$ cat src/rtl/ex_mdu.sv
// ---------------------------------------------------------------------------
// ex_mdu : iterative RV32M multiply/divide unit for the execute stage.
//
// One operation is accepted per start pulse while idle. Multiplies use an
// unsigned shift-add over operand magnitudes; divides use restoring division
// over magnitudes. Both retire STEP_BITS bits per CALC cycle, and the FIX
// state applies sign correction and registers the result. Divide-by-zero and
// signed overflow skip CALC and go straight to FIX.
//
// Ports:
//   clk, rst         clock (rising edge), asynchronous active-high reset
//   start_i          operation request, sampled only while idle
//   op_i             funct3: MUL MULH MULHSU MULHU DIV DIVU REM REMU
//   src1_i, src2_i   rs1 / rs2 operands
//   w_reg_addr_i     destination register
//   flush_i          abort the operation in flight
//   busy_o           high whenever the unit is not idle
//   done_o           one-cycle result-valid pulse
//   w_reg_enable_o   done_o qualified by a non-zero destination
//   w_reg_addr_o     destination of the last result
//   w_reg_data_o     last result
// ---------------------------------------------------------------------------
module ex_mdu #(
    parameter int DATA_WIDTH     = 32,
    parameter int STEP_BITS      = 1,
    parameter int REG_ADDR_WIDTH = 5
) (
    input  logic                      clk,
    input  logic                      rst,
    input  logic                      start_i,
    input  logic [2:0]                op_i,
    input  logic [DATA_WIDTH-1:0]     src1_i,
    input  logic [DATA_WIDTH-1:0]     src2_i,
    input  logic [REG_ADDR_WIDTH-1:0] w_reg_addr_i,
    input  logic                      flush_i,
    output logic                      busy_o,
    output logic                      done_o,
    output logic                      w_reg_enable_o,
    output logic [REG_ADDR_WIDTH-1:0] w_reg_addr_o,
    output logic [DATA_WIDTH-1:0]     w_reg_data_o
);

    localparam int W     = DATA_WIDTH;
    localparam int S     = STEP_BITS;
    localparam int N     = W / S;
    localparam int CNT_W = (N > 1) ? $clog2(N) : 1;

    localparam logic [CNT_W-1:0] CNT_INIT = CNT_W'(N - 1);
    localparam logic [W-1:0]     MOST_NEG = {1'b1, {(W-1){1'b0}}};

    localparam logic [1:0] S_IDLE = 2'd0;
    localparam logic [1:0] S_CALC = 2'd1;
    localparam logic [1:0] S_FIX  = 2'd2;

    logic [1:0]                state_q, state_d;
    logic [CNT_W-1:0]          cnt_q, cnt_d;
    logic [2:0]                op_q, op_d;
    logic                      neg_q, neg_d;
    logic                      remNeg_q, remNeg_d;
    logic                      special_q, special_d;
    logic [W-1:0]              hi_q, hi_d;
    logic [W-1:0]              lo_q, lo_d;
    logic [W-1:0]              b_q, b_d;
    logic [REG_ADDR_WIDTH-1:0] rd_q, rd_d;
    logic                      done_q, done_d;
    logic [REG_ADDR_WIDTH-1:0] addr_q, addr_d;
    logic [W-1:0]              data_q, data_d;

    // Operand decode used only on the accepting edge
    logic         s1Signed, s2Signed, src1Neg, src2Neg;
    logic         divZero, overflow;
    logic [W-1:0] abs1, abs2, specialRes;

    always_comb begin
        s1Signed   = op_i[2] ? ~op_i[0] : (op_i[1:0] != 2'b11);
        s2Signed   = op_i[2] ? ~op_i[0] : ~op_i[1];
        src1Neg    = s1Signed & src1_i[W-1];
        src2Neg    = s2Signed & src2_i[W-1];
        abs1       = src1Neg ? -src1_i : src1_i;
        abs2       = src2Neg ? -src2_i : src2_i;
        divZero    = op_i[2] & (src2_i == '0);
        overflow   = op_i[2] & ~op_i[0] & (src1_i == MOST_NEG) & (src2_i == '1);
        // Divide by zero: quotient all-ones, remainder = dividend.
        // Overflow: quotient = most-negative (== src1), remainder = 0.
        if (divZero)
            specialRes = op_i[1] ? src1_i : '1;
        else
            specialRes = op_i[1] ? '0 : src1_i;
    end

    // One CALC step of both algorithms; the op decides which one is kept.
    // hi/lo hold the partial product, or remainder/dividend-shifting-to-quotient.
    logic [W+S-1:0] mulPart, mulAcc;
    logic [2*W-1:0] mulShift;
    logic [W:0]     divTrial;
    logic [W-1:0]   divRem, divQuo;

    always_comb begin
        mulPart  = {{S{1'b0}}, b_q} * {{W{1'b0}}, lo_q[S-1:0]};
        mulAcc   = {{S{1'b0}}, hi_q} + mulPart;
        mulShift = (2*W)'({mulAcc, lo_q} >> S);

        divRem   = hi_q;
        divQuo   = lo_q;
        divTrial = '0;
        for (int i = 0; i < S; i++) begin
            divTrial = {divRem, divQuo[W-1]};
            divQuo   = {divQuo[W-2:0], 1'b0};
            if (divTrial >= {1'b0, b_q}) begin
                divTrial  = divTrial - {1'b0, b_q};
                divQuo[0] = 1'b1;
            end
            divRem = divTrial[W-1:0];
        end
    end

    // Sign correction and result selection for FIX
    logic [2*W-1:0] prodFix;
    logic [W-1:0]   mulRes, quoRes, remRes, fixRes;

    always_comb begin
        prodFix = neg_q ? -{hi_q, lo_q} : {hi_q, lo_q};
        mulRes  = (op_q[1:0] == 2'b00) ? prodFix[W-1:0] : prodFix[2*W-1:W];
        quoRes  = neg_q ? -lo_q : lo_q;
        remRes  = remNeg_q ? -hi_q : hi_q;
        if (special_q)
            fixRes = lo_q;
        else if (op_q[2])
            fixRes = op_q[1] ? remRes : quoRes;
        else
            fixRes = mulRes;
    end

    // Next-state logic: accept in IDLE, iterate in CALC, publish in FIX
    always_comb begin
        state_d   = state_q;
        cnt_d     = cnt_q;
        op_d      = op_q;
        neg_d     = neg_q;
        remNeg_d  = remNeg_q;
        special_d = special_q;
        hi_d      = hi_q;
        lo_d      = lo_q;
        b_d       = b_q;
        rd_d      = rd_q;
        done_d    = 1'b0;
        addr_d    = addr_q;
        data_d    = data_q;

        case (state_q)
            S_IDLE: begin
                if (start_i && !flush_i) begin
                    op_d     = op_i;
                    rd_d     = w_reg_addr_i;
                    neg_d    = src1Neg ^ src2Neg;
                    remNeg_d = src1Neg;
                    hi_d     = '0;
                    b_d      = abs2;
                    cnt_d    = CNT_INIT;
                    if (divZero || overflow) begin
                        special_d = 1'b1;
                        lo_d      = specialRes;
                        state_d   = S_FIX;
                    end else begin
                        special_d = 1'b0;
                        lo_d      = abs1;
                        state_d   = S_CALC;
                    end
                end
            end
            S_CALC: begin
                if (flush_i) begin
                    state_d = S_IDLE;
                end else begin
                    hi_d = op_q[2] ? divRem : mulShift[2*W-1:W];
                    lo_d = op_q[2] ? divQuo : mulShift[W-1:0];
                    if (cnt_q == '0)
                        state_d = S_FIX;
                    else
                        cnt_d = cnt_q - 1'b1;
                end
            end
            S_FIX: begin
                state_d = S_IDLE;
                if (!flush_i) begin
                    data_d = fixRes;
                    addr_d = rd_q;
                    done_d = 1'b1;
                end
            end
            default: state_d = S_IDLE;
        endcase
    end

    always_ff @(posedge clk or posedge rst) begin
        if (rst) begin
            state_q   <= S_IDLE;
            cnt_q     <= '0;
            op_q      <= '0;
            neg_q     <= 1'b0;
            remNeg_q  <= 1'b0;
            special_q <= 1'b0;
            hi_q      <= '0;
            lo_q      <= '0;
            b_q       <= '0;
            rd_q      <= '0;
            done_q    <= 1'b0;
            addr_q    <= '0;
            data_q    <= '0;
        end else begin
            state_q   <= state_d;
            cnt_q     <= cnt_d;
            op_q      <= op_d;
            neg_q     <= neg_d;
            remNeg_q  <= remNeg_d;
            special_q <= special_d;
            hi_q      <= hi_d;
            lo_q      <= lo_d;
            b_q       <= b_d;
            rd_q      <= rd_d;
            done_q    <= done_d;
            addr_q    <= addr_d;
            data_q    <= data_d;
        end
    end

    assign busy_o         = (state_q != S_IDLE);
    assign done_o         = done_q;
    assign w_reg_enable_o = done_q & (addr_q != '0);
    assign w_reg_addr_o   = addr_q;
    assign w_reg_data_o   = data_q;

endmodule

$ cat config.mk
export PLATFORM = sky130hd
export DESIGN_NAME = ex_mdu
export DESIGN_NICKNAME = d
export VERILOG_FILES = /design/src/rtl/ex_mdu.sv
export SDC_FILE = /design/constraint.sdc
export NUM_CORES = 1
export LEC_CHECK = 0
export ABC_CLOCK_PERIOD_IN_PS = 8620
export CELL_PAD_IN_SITES_DETAIL_PLACEMENT = 0
export CELL_PAD_IN_SITES_GLOBAL_PLACEMENT = 1
export CORE_MARGIN = 5
export CORE_UTILIZATION = 30
export CTS_CLUSTER_SIZE = 24
export DETAILED_ROUTE_END_ITERATION = 8
export PLACE_DENSITY = 0.64
export SETUP_SLACK_MARGIN = 0.4
export SYNTH_ARGS = -nofsm -noshare
export SYNTH_HDL_FRONTEND = slang
export SYNTH_SLANG_ARGS = --single-unit
$ cat constraint.sdc
create_clock -name clk -period 8.62 [get_ports clk]
set_clock_uncertainty 0.1 [all_clocks]
set_input_delay 1.293 -clock clk [delete_from_list [all_inputs] [get_ports clk]]
set_output_delay 1.293 -clock clk [all_outputs]
set_load 0.01 [all_outputs]
==> summary.md <==
| Metric | Value |
|---|---|
| Die Span X | approximately 240 um |
| Clk root buf | clkbuf_16 |
| EDFF count, synth | 0 |
| Post-Synthesis Net Count | about 2300 |
| Reg area | roughly 0.0038 mm^2 |
| Max-slew violation count | 0 |
| Max-Cap Viols | 0 |
| CTS Hold Bufs | 0 |
| CTS Buf Count | 17 |
| Cts repair resizes | 0 |
| Most used DFF post-synth | dfrtp_1 |
| Final period utilization | 0.546 |
| Status | finished, final reports clean |
| Antenna-violating nets left | 0 |
| CTS tree | built |
| CP Cell Sequence | clkdlybuf4s50_1 -> or3_1 -> or3b_2 -> nand4bb_1 -> nor2_1 -> nor2_1 -> a221oi_1 -> a311oi_1 |
| Detailed placement HPWL | 49.2 mm |
| Synth Area in Simple Gates | 0.247 |
| Register bit total from synthesis | 152 |
| Initial Util | 0.301 |
| CP endpoint kind | flip-flop |
| TNS Setup | 0 ps |
| Mux share of post-synthesis cell area | 0.0356 |
| Register area share after synthesis | 0.242 |
| Avg WL per Cell | 23.1 um |
| Power, Total | 5.24 mW |
| Clock-pin slew on the worst setup and hold paths | roughly 70 ps |
| Slew @ Worst Pin | around 980 ps |
| Fin worst setup slack | 3910 ps |
| Relative slew slack | 0.331 |
| CTS max path bufs | 2 |
| Util after Layout | 0.341 |
| Highest clock rate | 212 MHz |
| # clock sinks | 152 |
| Number of synthesis warnings | 0 |
| Row Count | 84 |
| Post-CTS setup buffer count | 0 |
| Adder-cell share of the synthesized area | 0.0590 |
| Hold Fails Final Rpt | 0 |
| Final GP Congestion | 0.926 |
| Fillers | 5553 |
| Synth cell types | 86 |
| Die area | 0.0572 mm^2 |
| Dpl ws | 3490 ps |
| Detailed Routing Iterations Pass 1 | 6 |
| Antenna violations before repair | 1 |
| IO Pins | 116 |
| Layout cells sized above 1 | 0.0520 |
| Via count | 16542 |
| Data required, critical path | 8820 ps |
| Most frequent cells in the layout | nand2_1, o21ai_0, nor2_1 |
| Worst Setup SP | src1_i[2] |
| Vias per cell | 5.86 |
| Post-layout nets | 2271 |
| Worst IR drop on VDD | 0.000174 V |
| Max FO, Critical Path | 12 |
| Slowest-stage cell, CP | nor2_1 |
| R2R Path End | w_reg_data_o[15]$_DFFE_PP0P_ |
| Synthesized area per cell | roughly 7.5 um^2 |
| Lkg Pwr | between 7 and 8 nW |
| Max stage delay on crit path | 840 ps |
| Area growth syn-to-layout | 13.2% |
| Total global-route track usage | 0.222 |
| Synthesized cell area | 0.0157 mm^2 |
| Crit path to | lo_q[1]$_DFFE_PP0P_ |
| WL final | 65.2 mm |
| Class of the most critical setup path | primary input to flip-flop |
| Post-Synth XOR/XNOR Area | 0.0873 |
| Gate Count Post-Synth | 2107 |
| P per Cell Area | ~300 mW/mm^2 |
| DRC viols | 0 |
| Final setup vio count | 0 |
| Multi-input logic area | 0.0110 mm^2 |
| Pin count of the biggest net entering global routing | between 80 and 90 |
| Min Clock Period, post-route | 4710 ps |
| 1st-iter DRT viols | 1544 |
| Worst Hold Class | flip-flop to flip-flop |
| Most common cell on crit path | nor2_1 |
| Number of global-route vias before repair | 15888 |
| GRT Residual Overflow | 0 |
| Largest family of logic cells by synthesized area | compound AO/OA/AOI/OAI gates |
| CP arrival | 4910 ps |
| Most common cell after layout, fill and taps aside | nand2_1 |
| R2r setup slk | 4030 ps |
| Worst Hold Path Cells | 2 |
| First-pass GRT wire length | 99.5 mm |
| Latest clock arrival within the worst-skew pair | 460 ps |
| RSZ-0062 raised after global routing | false |
| Height of the die | between 200 and 250 um |
| Post-synth ARST share | 1.00 |
| Worst r2r src | lo_q[2]$_DFFE_PP0P_ |
| R2R depth | 8 |
| CP startpoint kind | primary input |
| Core ar. | 0.0522 mm^2 |
| IO Port Bufs | 115 |
| Synth Area in Compound Gates | 0.265 |
| H-tree levels | 4 |
[registers in the layout, summed over array words and instances (netlist names), 2 cells and up]
signal,cells
cnt_q,5
op_q,3
state_q,2
w_reg_data_o,32
rd_q,5
lo_q,32
b_q,32
w_reg_addr_o,5
hi_q,32
[power breakdown]
part | internal, mW | switching [mW]
logic | 1.20 | 1.92
clock network | 0.409 | 0.348
registers | 0.872 | 0.488
total | 2.49 | 2.76
[critical path: cells and delay by family]
kind                   cells  cell delay [ps]
buffers and inverters      1              480
AOI/OAI and AO/OA          2              560
and+or+nand+nor            5             2570
[synthesized netlist by cell type (all sizes together) (17+ instances only)]
library cell / n / share of area
o221ai: 21 / 0.012
or4: 32 / 0.017
nand2b: 19 / 0.0075
a21oi: 149 / 0.047
dfrtp: 152 / 0.24
nand3: 42 / 0.013
nor3: 49 / 0.016
nand3b: 25 / 0.012
a211oi: 27 / 0.013
o211ai: 18 / 0.0086
nand2: 260 / 0.062
ha: 71 / 0.056
o41ai: 21 / 0.012
a21o: 22 / 0.010
or3: 21 / 0.0084
inv: 65 / 0.015
xor2: 68 / 0.038
mux2i: 47 / 0.030
o21ai: 220 / 0.070
nor2b: 20 / 0.0079
clkbuf: 130 / 0.039
nor4: 26 / 0.010
nand4: 23 / 0.0091
o31ai: 30 / 0.014
nor2: 207 / 0.049
xnor2: 89 / 0.050
buf: 17 / 0.0086
a31oi: 24 / 0.0095
[final cells by class]
| type | instances | area share |
|---|---|---|
| clock buffers | 20 | 0.0251 |
| inverters | 66 | 0.0142 |
| well taps | 688 | 0.0483 |
| repair buffers | 145 | 0.0772 |
| multi-input cells | 1740 | 0.615 |
| diodes | 1 | 0.000140 |
| clock inverters | 12 | 0.00646 |
| flip-flops and latches | 152 | 0.214 |
[metal layers]
layer  vias up  part of all wire  track usage
li1       7762                 -            -
met1      8069              0.47        0.324
met2       625              0.45        0.343
met3        86             0.062       0.0307
met4         0             0.022       0.0609
met5         -                 0            0
[logic make-up (layout without fill, tap and decap cells)]
| logic type | Yosys count | after routing |
|---|---|---|
| xor gates and xnor gates | 157 | 157 |
| and+or+nand+nor | 795 | 795 |
| DFF | 152 | 152 |
| other | 0 | 1 |
| AOI/OAI and AO/OA | 660 | 660 |
| buffers and inverters | 215 | 243 |
| adders and majority gates | 73 | 73 |
| muxes | 55 | 55 |
[how the worst min path moves through the flow]
stage / startpoint / end / slack [ps]
CTS: rd_q[0]$_DFFE_PP0P_ / w_reg_addr_o[0]$_DFFE_PP0P_ / 370
finish: rd_q[0]$_DFFE_PP0P_ / w_reg_addr_o[0]$_DFFE_PP0P_ / 370
floorplan: rd_q[0]$_DFFE_PP0P_ / w_reg_addr_o[0]$_DFFE_PP0P_ / 340
global route: op_q[1]$_DFFE_PP0P_ / op_q[1]$_DFFE_PP0P_ / 390
global placement: rd_q[0]$_DFFE_PP0P_ / w_reg_addr_o[0]$_DFFE_PP0P_ / 350
detailed placement: rd_q[0]$_DFFE_PP0P_ / w_reg_addr_o[0]$_DFFE_PP0P_ / 350
[metrics by stage]
stage	cell area, um^2	cells	hold slack [ps]
final	17800	2824	371
after global routing	17800	2823	391
after CTS	17800	2823	368
after detailed placement	17300	2791	350
after global placement	17300	2791	354
after floorplan	15700	2107	339
Power figures use the tool's default switching activity.
